[src/rtl/program_loader_if.sv]
// Byte-stream handshake between a serial receiver and the program loader.
// A byte transfers on a rising edge where rx_valid and rx_ready are both high.
interface program_loader_if;
  logic       rx_valid;
  logic [7:0] rx_data;
  logic       rx_ready;

  modport master (output rx_valid, output rx_data, input rx_ready);
  modport slave  (input rx_valid, input rx_data, output rx_ready);
endinterface

[src/rtl/program_loader.sv]
// Boot loader that assembles little-endian 32-bit words from a framed byte stream,
// writes them to instruction RAM, and releases the CPU once the XOR checksum matches.
module program_loader #(
  parameter int ADDR_WIDTH = 16
) (
  input  logic                  clk,
  input  logic                  rst,
  program_loader_if.slave       rx,
  output logic                  instruction_write,
  output logic [31:0]           instruction_in,
  output logic                  run_enable,
  output logic                  load_error,
  output logic [ADDR_WIDTH-2:0] words_loaded
);

  localparam int MAX_WORDS = 2 ** (ADDR_WIDTH - 2);

  typedef enum logic [2:0] {
    HDR_LO,
    HDR_HI,
    DATA,
    CSUM,
    RUN,
    ERROR
  } state_t;

  state_t      state;
  logic [7:0]  n_lo;
  logic [15:0] n_words;
  logic [1:0]  byte_idx;
  logic [7:0]  csum;
  logic [23:0] word_buf;
  logic [15:0] header;
  logic        accept;
  logic        last_word;

  assign header    = {rx.rx_data, n_lo};
  assign last_word = (int'(words_loaded) + 1) == int'(n_words);

  // Ready is decoded from state only, so the sender never sees a cycle of lag.
  assign rx.rx_ready = !rst && (state inside {HDR_LO, HDR_HI, DATA, CSUM});
  assign accept      = rx.rx_valid && rx.rx_ready;

  always_ff @(posedge clk) begin
    if (rst) begin
      state             <= HDR_LO;
      n_lo              <= '0;
      n_words           <= '0;
      byte_idx          <= '0;
      csum              <= '0;
      word_buf          <= '0;
      instruction_write <= 1'b0;
      instruction_in    <= '0;
      run_enable        <= 1'b0;
      load_error        <= 1'b0;
      words_loaded      <= '0;
    end else begin
      // NOTE: non-blocking assignments throughout, so every right-hand side sees
      // the pre-edge value regardless of statement order.
      instruction_write <= 1'b0;
      if (accept) begin
        unique case (state)
          HDR_LO: begin
            n_lo  <= rx.rx_data;
            state <= HDR_HI;
          end
          HDR_HI: begin
            n_words  <= header;
            byte_idx <= '0;
            csum     <= '0;
            if (header == 16'd0 || int'(header) > MAX_WORDS) begin
              state      <= ERROR;
              load_error <= 1'b1;
            end else begin
              state <= DATA;
            end
          end
          DATA: begin
            csum     <= csum ^ rx.rx_data;
            byte_idx <= byte_idx + 2'd1;
            unique case (byte_idx)
              2'd0: word_buf[7:0]   <= rx.rx_data;
              2'd1: word_buf[15:8]  <= rx.rx_data;
              2'd2: word_buf[23:16] <= rx.rx_data;
              2'd3: begin
                instruction_in    <= {rx.rx_data, word_buf};
                instruction_write <= 1'b1;
                if (words_loaded != '1) words_loaded <= words_loaded + 1'b1;
                if (last_word) state <= CSUM;
              end
            endcase
          end
          CSUM: begin
            if (rx.rx_data == csum) begin
              state      <= RUN;
              run_enable <= 1'b1;
            end else begin
              state      <= ERROR;
              load_error <= 1'b1;
            end
          end
          default: ;
        endcase
      end
    end
  end

endmodule

[src/flat_wrapper.sv]
// flat-port wrapper written by rule: the top's interface ports become plain ports
module program_loader_flat 
#(
  parameter int ADDR_WIDTH = 16
)
  (clk, rst, instruction_write, instruction_in, run_enable, load_error, words_loaded, rx_rx_valid, rx_rx_data, rx_rx_ready);
  program_loader_if rx_i ();
  input  logic clk;
  input  logic rst;
  output logic instruction_write;
  output logic [31:0] instruction_in;
  output logic run_enable;
  output logic load_error;
  output logic [ADDR_WIDTH-2:0] words_loaded;
  input wire logic [$bits(rx_i.rx_valid)-1:0] rx_rx_valid;
  input wire logic [$bits(rx_i.rx_data)-1:0] rx_rx_data;
  output wire logic [$bits(rx_i.rx_ready)-1:0] rx_rx_ready;
  assign rx_i.rx_valid = rx_rx_valid;
  assign rx_i.rx_data = rx_rx_data;
  assign rx_rx_ready = rx_i.rx_ready;
  program_loader #(.ADDR_WIDTH(ADDR_WIDTH)) u_core (.clk(clk), .rst(rst), .rx(rx_i), .instruction_write(instruction_write), .instruction_in(instruction_in), .run_enable(run_enable), .load_error(load_error), .words_loaded(words_loaded));
endmodule
[config.mk]
export PLATFORM = sky130hd
export DESIGN_NAME = program_loader_flat
export DESIGN_NICKNAME = d
export VERILOG_FILES = /design/src/rtl/program_loader_if.sv /design/src/rtl/program_loader.sv /design/src/flat_wrapper.sv
export SDC_FILE = /design/constraint.sdc
export NUM_CORES = 1
export LEC_CHECK = 0
export ABC_CLOCK_PERIOD_IN_PS = 3200
export CELL_PAD_IN_SITES_DETAIL_PLACEMENT = 2
export CELL_PAD_IN_SITES_GLOBAL_PLACEMENT = 2
export CORE_UTILIZATION = 35
export DETAILED_ROUTE_END_ITERATION = 10
export PLACE_DENSITY = 0.94
export SLEW_MARGIN = 20
export SYNTH_ARGS = -nofsm -noshare
export SYNTH_HDL_FRONTEND = slang
export SYNTH_SLANG_ARGS = --single-unit
[constraint.sdc]
create_clock -name clk -period 3.2 [get_ports clk]
set_input_delay 0.96 -clock clk [delete_from_list [all_inputs] [get_ports clk]]
set_output_delay 0.96 -clock clk [all_outputs]
set_load 0.005 [all_outputs]
# --- Yosys cells after proc, flatten, opt, wreduce, memory -nomap -nowiden ---
# Cells that the tools add are included.
classes:
  add_sub_neg: 3
  magnitude_cmp: 1
  n_eq_ne: 13
  mux: 11
  bitwise_logic: 3
  n_reduce_logical: 22
op_table:
  columns: ["operator", "n"]
  rows:
  - ["$eq 32x17->1", 1]
  - ["$add 15x1->16 const B", 1]
  - ["$gt 16x15->1 const B", 1]
  - ["$logic_not 16->1", 1]
  - ["$pmux 8 s2", 1]
  - ["$add 15x1->15 const B", 1]
  - ["$ne 15x15->1 const B", 1]
  - ["$reduce_and 3->1", 5]
  - ["$pmux 3 s4", 1]
  - ["$reduce_and 4->1", 3]
  - ["$mux 3", 3]
  - ["$eq 8x8->1", 1]
  - ["$xor 8x8->8", 1]
  - ["$eq 3x2->1 const B", 2]
  - ["$ne 2x2->1 const B", 3]
  - ["$reduce_and 2->1", 3]
  - ["$eq 2x2->1 const B", 2]
  - ["$mux 1", 4]
  - ["$pmux 2 s2", 1]
  - ["$reduce_bool 2->1", 2]
  - ["$reduce_bool 4->1", 1]
  - ["$eq 3x1->1 const B", 1]
  - ["$logic_not 3->1", 1]
  - ["$reduce_or 3->1", 1]
  - ["other kinds (9)", 11]
totals:
  ff_bits: 111
  output_inout_bits: 51
  elab_cells: 66

# --- Longest topological paths before layout ---
depth:
  depth_word: 6
  mapped_depth: 9

# --- Worst setup path after synthesis ---
# OpenSTA, ideal clock, no wires.
synth_path:
  kind: "input -> register"
  start: "input rx_rx_data[3]"
  end: "register u_core.load_error"
  setup_time_ps: 128
  arrival_ps: 2337
  slack_ps: 736
  path_stages: 7
  cell_sequence: "clkbuf_1 > o22ai_1 > or4_1 > nor3_1 > nor2_1 > a21oi_1 > nor2_1"
synth_between:
  elab_chain_len: 4
  elab_cells_between_ends: 7
  classes_between: "order compare: 1; eq/ne: 3; reduce/logical: 3"
synth_lines:
  columns: ["item", "line", "rtl"]
  rows:
  - ["from (decl)", "flat_wrapper.sv:16", "input wire logic [$bits(rx_i.rx_data)-1:0] rx_rx_data;"]
  - ["$gt 16x15->1 / $logic_not 16->1 (equally long branches)", "program_loader.sv:71", "if (header == 16'd0 || int'(header) > MAX_WORDS) begin"]
  - ["$logic_or 1x1->1", "program_loader.sv:71", null]
  - ["$ne 2x2->1 (no source line)", null, null]
  - ["$reduce_and 4->1 (no source line) (*)", null, null]
  - ["to (signal assigned)", "program_loader.sv:55", "load_error <= 1'b0;"]
  - ["to (signal assigned)", "program_loader.sv:73", "load_error <= 1'b1;"]
  - ["to (signal assigned)", "program_loader.sv:99", "load_error <= 1'b1;"]
  - ["to (decl)", "program_loader.sv:12", "output logic load_error,"]
# Mark *: on every way between the ends. The rest lies on a longest branch, timed or not.
# A chain may end at the register's enable or synchronous reset.

# --- Worst setup path in the final report ---
# Same ends and word-level chain as after synthesis.

==> results.json <==
{
  "status": "completed",
  "worstSetupPathType": "input pin to register",
  "cts-resized-gates": 0,
  "final_area_sq_mm": 0.00604,
  "hp-start": "u_core.instruction_in[6]",
  "synth-seq-area-share_pct": 45.3,
  "final_common_cell": "nand2_1",
  "synth_edf_count": 0,
  "portBuffers": 61,
  "hold_viol": 0,
  "period_minus_slack_ns": 2.93,
  "synthCells": 619,
  "htree_num_levels": 3,
  "dp_worst_setup_slack_ns": -0.00203,
  "hpwl_um": 12700,
  "ant_nets": 0,
  "ys_types": 54,
  "cellPowerDensity_mw_per_mm2": 455,
  "min_delay_worst_endpoint": "u_core.instruction_in[6]",
  "vias_per_cell": 5.59,
  "critPathMaxFanout": 7,
  "power_mw": 2.75,
  "setup_viol": 0,
  "rsz0062_at_grt": "false",
  "peakVddDrop_mv": 0.381,
  "syn_to_final_growth_pct": 23.2,
  "num_vias": 4753,
  "io_pins": 62,
  "worst_slack_ns": 0.266,
  "grt_pass1_vias": 5288,
  "grt_pass1_wl_um": 30000,
  "tritoncts": "built",
  "core_sq_mm": 0.0135,
  "drive_gt1_share_pct": 8.01,
  "crit_chain": "clkdlybuf4s50_1, buf_4, nor4_1, nand4_1, xnor2_1, nor3_1, nor2b_1, a21oi_1, nor2_1",
  "chipHeight_um": 120,
  "drtIter0Drc": 186,
  "rrSetupSlack_ns": 0.45,
  "start_util_pct": 36.4,
  "ys_warn_count": 0,
  "syn-cell-area_sq_mm": 0.00490,
  "slew_violations": 0,
  "rr_startpoint": "u_core.words_loaded[1]",
  "cts_buffers": 9,
  "reg2reg_depth": 8,
  "gp_congestion": 0.820,
  "n_antenna_cell": 0,
  "synth_ff_type": "dfxtp_1",
  "antenna_found_initial": 0,
  "tns_ns": 0,
  "placed_area_sq_mm": 0.00573,
  "cts.path.max_buffers": 2,
  "grt.overflow.total": 0,
  "postCtsHoldBufs": 0,
  "holdPathStages": 2,
  "root_buffer": "clkbuf_16",
  "required_ns": 3.40,
  "seq_area_sq_mm": 0.00222,
  "max_slew.worst_pin.slew_ns": 0.842,
  "clock_latency_ns": 0.36,
  "post_cts_buffers": 0,
  "fin_crit_sh_pct": 91.7,
  "async_flop_share_pct": 0,
  "hold_class": "register to register",
  "final_cell_mix": "147 x nand2_1, 111 x dfxtp_1, 88 x a21oi_1",
  "final.setup_skew_ns": 0.00532,
  "startpoint_type": "input pin",
  "crit_path_top_delay_cell": "clkdlybuf4s50_1",
  "grt_usage_pct": 27.4,
  "drc_errors": 0,
  "grt_max_degree": 111,
  "clock_sinks": 111,
  "syn_area_per_cell_sq_um": 7.92,
  "critPathMaxStageDelay_ns": 0.50,
  "syn-num-nets": 635,
  "endpoint_kind": "register",
  "finalWirelength_um": 18900,
  "power.leakage_nw": 2.07,
  "clk_pin_slew_ns": 0.07,
  "maxCapViolCount": 0,
  "rows": 42,
  "dr.pass1.iters": 5,
  "fillerInstances": 1524,
  "timing.slew.headroom_pct": 43.8,
  "cp.arrival_ns": 3.14,
  "reg2reg_to": "u_core.state[2]",
  "multi_input_area_sq_mm": 0.00246,
  "final_nets": 685,
  "max_freq_mhz": 341,
  "wl_per_cell_um": 22.3,
  "ys_seq_elements": 111,
  "fp.dieArea_sq_mm": 0.0145,
  "die_x_um": 120
}
==> worst max path at each step <==
stage | from | endpoint | slack, ns | cells past startpoint
2_1_floorplan | rx_rx_data[3] | u_core.load_error | 0.74 | 7
5_1_grt | rx_rx_valid | u_core.state[2] | 0.17 | 8
6_report | rx_rx_data[3] | u_core.load_error | 0.27 | 9
3_5_place_dp | rx_rx_data[3] | u_core.load_error | -0.002 | 9
3_3_place_gp | rx_rx_valid | u_core.state[2] | 0.25 | 8
4_1_cts | rx_rx_data[3] | u_core.load_error | 0.27 | 9
==> synth_stat cells, drive strengths merged, types with 2 or more instances <==
master / count / area, sq um
nand2: 148 / 558
nor3: 8 / 45.0
xor2: 16 / 140
mux2i: 10 / 100
a22oi: 2 / 15.0
or3: 5 / 36.3
nor4: 10 / 114
a31oi: 2 / 12.5
nand3b: 2 / 15.0
a21oi: 88 / 440
buf: 7 / 36.3
ha: 5 / 62.6
nor2: 45 / 169
nand4: 9 / 62.6
inv: 10 / 37.5
and2: 3 / 18.8
o22ai: 2 / 12.5
clkbuf: 37 / 140
nand3: 36 / 180
mux2: 2 / 22.5
a211oi: 2 / 20.0
nor3b: 3 / 27.5
o21ai: 13 / 65.1
and3: 4 / 25.0
nor2b: 7 / 43.8
xnor2: 19 / 166
dfxtp: 111 / 2220
==> worst max-delay path: cells and delay by family <==
kind	cells	cell delay [ns]
AO/OA/AOI/OAI	1	0.21
AND/OR/NAND/NOR	5	1.07
XOR/XNOR	1	0.16
buffers and inverters	2	0.72
==> registers in the layout (all words and copies together), names as in the netlist <==
| name | flops |
|---|---|
| u_core.instruction_in | 32 |
| u_core.word_buf | 24 |
| u_core.n_words | 16 |
| u_core.words_loaded | 15 |
| u_core.csum | 8 |
| u_core.n_lo | 8 |
| u_core.state | 3 |
| u_core.byte_idx | 2 |
| u_core.instruction_write | 1 |
| u_core.load_error | 1 |
| u_core.run_enable | 1 |
==> metrics by stage <==
stage | cells | util (%) | hold WS [ns]
global placement | 834 | 42.6 | 0.446
CTS | 850 | 44.9 | 0.469
global route | 850 | 44.9 | 0.488
floorplan | 619 | - | 0.432
finish | 850 | 44.9 | 0.464
detailed placement | 834 | 42.6 | 0.457
==> power breakdown <==
| part | switching, mW | internal (mW) | leakage, nW |
|---|---|---|---|
| clock network | 0.553 | 0.635 | 0.151 |
| registers | 0.0162 | 1.39 | 0.895 |
| logic | 0.101 | 0.0545 | 1.02 |
| total | 0.671 | 2.08 | 2.07 |
==> routing by layer <==
metal | GRT usage, % | part of all wire [%] | vias to the layer above
met2 | 48.3 | 51 | 116
li1 | - | - | 2172
met3 | 5.52 | 3.3 | 55
met5 | 0 | 0 | -
met1 | 31.6 | 42 | 2410
met4 | 12.8 | 3.6 | 0
==> layout make-up <==
cell class              instances  share of cell area, %
repair buffers                 83                   13.1
flip-flops and latches        111                   36.8
clock inverters                 6                   1.12
multi-input cells             453                   40.8
clock buffers                  10                   3.95
inverters                      11                  0.683
well taps                     176                   3.64
==> cells by family (layout without fill, tap and decap cells) <==
| kind of cell | after synthesis | in the layout | share of synthesized area (%) |
|---|---|---|---|
| AOI/OAI and AO/OA | 114 | 114 | 12.4 |
| xor gates and xnor gates | 35 | 35 | 6.25 |
| muxes | 12 | 12 | 2.50 |
| adders and majority gates | 5 | 5 | 1.28 |
| and+or+nand+nor | 287 | 287 | 27.8 |
| DFF | 111 | 111 | 45.3 |
| buffers and inverters | 55 | 110 | 4.44 |
No activity file was read; power rests on OpenSTA's default activity.
